<file path="src/rtl/reg_file_3p.sv">
// reg_file_3p: MIPS 3-port GPR file (2 comb reads, 1 sync write, $0 reads 0) with a bulk-clear engine.
// Latency: reads 0 cycles; a write is visible one edge later; a clear of $1..$31 takes 31 edges.
// Backpressure: none; a write offered while busy is dropped and flagged on wr_drop for one cycle.
//
// Ports:
//   clk, rst_n      clock, asynchronous active-low reset
//   A1/RD1, A2/RD2  read address / data, ports 1 (rs) and 2 (rt); address 0 always reads 0
//   A3, WD3, WE3    write address (from RegDst mux), write data, write enable (RegWrite)
//   clr_req         start a bulk clear of registers 1..31 (ignored while one is running)
//   busy            registered, high while the clear sequence runs
//   wr_drop         registered, one-cycle pulse after a write was discarded because of busy
module reg_file_3p #(
    parameter int DATA_W = 32,
    parameter bit BYPASS = 1'b1
) (
    input  logic              clk,
    input  logic              rst_n,
    input  logic [4:0]        A1,
    input  logic [4:0]        A2,
    output logic [DATA_W-1:0] RD1,
    output logic [DATA_W-1:0] RD2,
    input  logic [4:0]        A3,
    input  logic [DATA_W-1:0] WD3,
    input  logic              WE3,
    input  logic              clr_req,
    output logic              busy,
    output logic              wr_drop
);

    localparam logic ST_IDLE  = 1'b0;
    localparam logic ST_CLEAR = 1'b1;

    logic                         state;
    logic [4:0]                   cnt;
    logic [31:1][DATA_W-1:0]      regs_q;   // no storage behind address 0

    logic wr_req;
    logic wr_ok;
    logic byp1;
    logic byp2;

    assign wr_req = WE3 && (A3 != 5'd0);
    assign wr_ok  = wr_req && (state == ST_IDLE);

    // Forwarding only applies to a write that will actually land this edge.
    assign byp1 = BYPASS && wr_ok && (A3 == A1);
    assign byp2 = BYPASS && wr_ok && (A3 == A2);

    always_comb begin
        RD1 = '0;
        if (A1 != 5'd0) begin
            if (byp1) begin
                RD1 = WD3;
            end else begin
                RD1 = regs_q[A1];
            end
        end
    end

    always_comb begin
        RD2 = '0;
        if (A2 != 5'd0) begin
            if (byp2) begin
                RD2 = WD3;
            end else begin
                RD2 = regs_q[A2];
            end
        end
    end

    // Register storage: the clear engine and the write port are mutually
    // exclusive by state, so no priority question arises between them.
    always_ff @(posedge clk or negedge rst_n) begin
        if (!rst_n) begin
            regs_q <= '0;
        end else if (state == ST_CLEAR) begin
            regs_q[cnt] <= '0;
        end else if (wr_ok) begin
            regs_q[A3] <= WD3;
        end
    end

    // Clear sequencer: cnt walks 1..31, one register per edge.
    always_ff @(posedge clk or negedge rst_n) begin
        if (!rst_n) begin
            state <= ST_IDLE;
            cnt   <= 5'd0;
        end else begin
            case (state)
                ST_IDLE: begin
                    if (clr_req) begin
                        state <= ST_CLEAR;
                        cnt   <= 5'd1;
                    end
                end
                default: begin
                    if (cnt == 5'd31) begin
                        state <= ST_IDLE;
                        cnt   <= 5'd0;
                    end else begin
                        cnt <= cnt + 5'd1;
                    end
                end
            endcase
        end
    end

    always_ff @(posedge clk or negedge rst_n) begin
        if (!rst_n) begin
            wr_drop <= 1'b0;
        end else begin
            wr_drop <= wr_req && (state == ST_CLEAR);
        end
    end

    // State is itself a flop, so busy has no combinational input path.
    assign busy = (state == ST_CLEAR);

endmodule

</file>
<file path="config.mk">
export PLATFORM = sky130hd
export DESIGN_NAME = reg_file_3p
export DESIGN_NICKNAME = d
export VERILOG_FILES = /design/src/rtl/reg_file_3p.sv
export SDC_FILE = /design/constraint.sdc
export NUM_CORES = 2
export LEC_CHECK = 0
export CORE_MARGIN = 10
export CORE_UTILIZATION = 60
export DETAILED_ROUTE_END_ITERATION = 8
export PLACE_DENSITY_LB_ADDON = 0.3
export SLEW_MARGIN = 30
export SYNTH_ARGS = -nofsm -noshare
export SYNTH_HDL_FRONTEND = slang
export SYNTH_SLANG_ARGS = --single-unit
</file>
<file path="constraint.sdc">
create_clock -name clk -period 9.1 [get_ports clk]
set_input_delay 2.73 -clock clk [delete_from_list [all_inputs] [get_ports clk]]
set_output_delay 2.73 -clock clk [all_outputs]
set_load 0.03 [all_outputs]
</file>
==> results.json <==
{
  "status": "complete, no violations",
  "clock_skew_ps": 25.7,
  "cts.sinks": 999,
  "fin_area_um2": 59700,
  "final_hold_viol_count": 0,
  "switching_power_mw": 4.24,
  "dp_hpwl_mm": 113,
  "power_frac_seq_pct": 42.2,
  "rr_worst_depth": 7,
  "syn_area_um2": 52700,
  "design.die.area_um2": 100000,
  "die_y_um": 316,
  "netlist_instances": 3887,
  "place_congestion": 0.955,
  "htreeDepth": 3,
  "multi_input_area_um2": 26000,
  "hold_path.class": "register to register",
  "cts-root-buf": "clkbuf_16",
  "post_cts_buffers": 0,
  "initial_core_util_pct": 60.6,
  "synth.net_count": 3943,
  "vias": 41900,
  "synth_top_area_share_pct": 47.4,
  "finalSetupViolCount": 0,
  "clkTransAtPathRegs_ps": 50,
  "period_share_pct": 95.5,
  "required_ps": 6370,
  "fin_nets": 3811,
  "cts_tree": "built",
  "wl_met1_mm": 67.6,
  "routed.top_layer": "met5",
  "min_path_cells": 1,
  "final_layout_size_suffix_gt1_share_pct": 30.8,
  "synth_async_sr_flop_share_pct": 100,
  "p_int_mw": 9.48,
  "pwr-share-clk_pct": 33.5,
  "coreArea_um2": 87000,
  "maxCapViolCount": 0,
  "grt_max_degree": 153,
  "relSlewSlack_pct": 25.8,
  "dpl_cell_area_um2": 56000,
  "path_class": "primary input to primary output",
  "synthTopCellsByArea": "dfrtp_1, a22o_1, mux4_2",
  "worstSetupStartpointType": "primary input",
  "fillers": 5930,
  "end_kind": "primary output",
  "cts_buffers": 104,
  "fmax_ghz": 0.115,
  "die_w_um": 316,
  "synth-edff-count": 0,
  "ys_seq_area_share_pct": 47.4,
  "drt_iter0_drc": 6783,
  "cts-hold-fix-buffers": 0,
  "grt_antenna_before_repair": 8,
  "vdd_drop_max_mv": 0.166,
  "numPortBuffers": 116,
  "cp_max_fo": 22,
  "grt_usage_pct": 38.6,
  "num_rows": 108,
  "switching_share_pct": 30.9,
  "grt_pass1_vias": 41400,
  "met3_length_mm": 31.8,
  "synth_ff_type": "dfrtp_1",
  "grt_pass1_wl_mm": 285,
  "synth-seq-cells": 999,
  "rsz0062_at_grt": "no",
  "cts_resized": 0,
  "ys_types": 57,
  "drc": 0,
  "first_pass_iters": 7,
  "power_density_nw_per_um2": 230,
  "final.min_clock_period_ps": 8690,
  "crit_start": "A3[1]",
  "leakage_nw": 26.6,
  "worst_pin_slew_ps": 1110,
  "cp.arrival_ps": 5960,
  "register_area_um2": 25000,
  "tns_ps": 0,
  "maxSlewViolCount": 0,
  "reg2reg_from": "busy$_DFF_PN0_",
  "syn_to_final_growth_pct": 13.2,
  "clkLatencyLatePin_ps": 700,
  "wl_mm": 196,
  "detail-route-antenna-nets": 0,
  "synth_area_leader_cell": "dfrtp_1",
  "wl_met2_mm": 82.2,
  "hold_start": "regs_q[311]$_DFFE_PN0P_",
  "clockBufferDepth": 3,
  "avgSynthCellArea_um2": 13.6,
  "wire_per_inst_um": 39.2,
  "yosys_warnings": 0,
  "grt_overflow": 0,
  "pwr-share-comb_pct": 24.3,
  "drt-vias-per-instance": 8.39,
  "io_pins": 117
}
metal layers:
layer	track usage, %	vias to the layer above
li1	-	15500
met1	49.7	21400
met2	53.6	4030
met3	16.5	963
met4	24.0	18
met5	0	-
logic make-up after synthesis:
family | synth area share (%)
flip-flops | 47.4
AO/OA/AOI/OAI | 22.1
adder cells (fa/ha/maj) | 0.119
AND/OR/NAND/NOR | 2.17
buffers and inverters | 4.42
multiplexers | 23.6
XOR/XNOR | 0.214
layout make-up:
cell class / count / share of cell area [%]
Clock inverter: 42 / 0.912
Timing Repair Buffer: 301 / 5.91
Sequential cell: 999 / 41.9
Antenna cell: 1 / 0.00419
Clock buffer: 149 / 5.22
Tap cell: 1155 / 2.42
Multi-Input combinational cell: 2342 / 43.6
Inverter: 7 / 0.0482
through the flow:
step                utilization [%]  setup WS [ps]  instances  total power [mW]  hold slack, ps
global placement               64.2            665       4801              8.90             493
CTS                            68.5            566       4994              13.6             516
detailed placement             64.3            568       4803              9.03             497
global route                   68.6            499       4995              14.1             525
floorplan                         -           1370       3887              7.71             476
finish                         68.6            408       4996              13.7             517
cells in the final DEF (no fill, tap or decap), drive strengths merged, types with 6 or more instances in the layout:
| cell | instances |
|---|---|
| a211oi | 63 |
| a21oi | 34 |
| a221o | 31 |
| a221oi | 64 |
| a22o | 992 |
| and3 | 6 |
| buf | 258 |
| bufinv | 12 |
| clkbuf | 149 |
| clkdlybuf4s50 | 43 |
| clkinv | 23 |
| clkinvlp | 6 |
| dfrtp | 999 |
| inv | 8 |
| mux2 | 253 |
| mux2i | 97 |
| mux4 | 382 |
| nand2 | 9 |
| nand2b | 9 |
| nand3b | 7 |
| nor2 | 93 |
| nor3 | 47 |
| o21ai | 35 |
| o22ai | 123 |
| o31a | 33 |
| xnor2 | 10 |
final timing paths:
path | end | slack (ps)
max | RD1[17] | 410
min | regs_q[311]$_DFFE_PN0P_ | 520
max reg2reg | regs_q[328]$_DFFE_PN0P_ | 5610
min reg2reg | regs_q[311]$_DFFE_PN0P_ | 520
max in group asynchronous | regs_q[97]$_DFFE_PN0P_ | 5460
min in group asynchronous | regs_q[864]$_DFFE_PN0P_ | 2060
synth_stat cells, drive strengths merged (4+ instances only):
cell,instances
dfrtp,999
a22o,992
mux4,382
clkbuf,361
mux2,253
buf,178
o22ai,123
mux2i,97
nor2,93
a221oi,64
a211oi,63
nor3,47
o21ai,35
a21oi,34
o31a,33
a221o,31
xnor2,10
nand2,9
nand2b,9
inv,7
nand3b,7
and3,6
and2,5
ha,5
nand3,4
o311ai,4
power groups by stage:
stage          registers [mW]  logic, mW  clock network [mW]
5_1_grt                  5.85       3.46                4.76
3_3_place_gp             5.75       3.15                   0
2_1_floorplan            5.60       2.10                   0
4_1_cts                  5.74       3.26                4.58
6_report                 5.79       3.34                4.59
3_5_place_dp             5.79       3.24                   0
critical path: stages:
cell,delay (ps)
clkdlybuf4s50_1,690
xnor2_2,360
or3b_1,460
o311ai_4,310
buf_4,500
o22ai_1,190
nor3_2,490
buf_12,200
state kept, by name, indices dropped and copies added, names as in the netlist:
| name | flops |
|---|---|
| regs_q | 992 |
| busy | 1 |
| wr_drop | 1 |
| cnt | 5 |
Power figures use the tool's default switching activity.
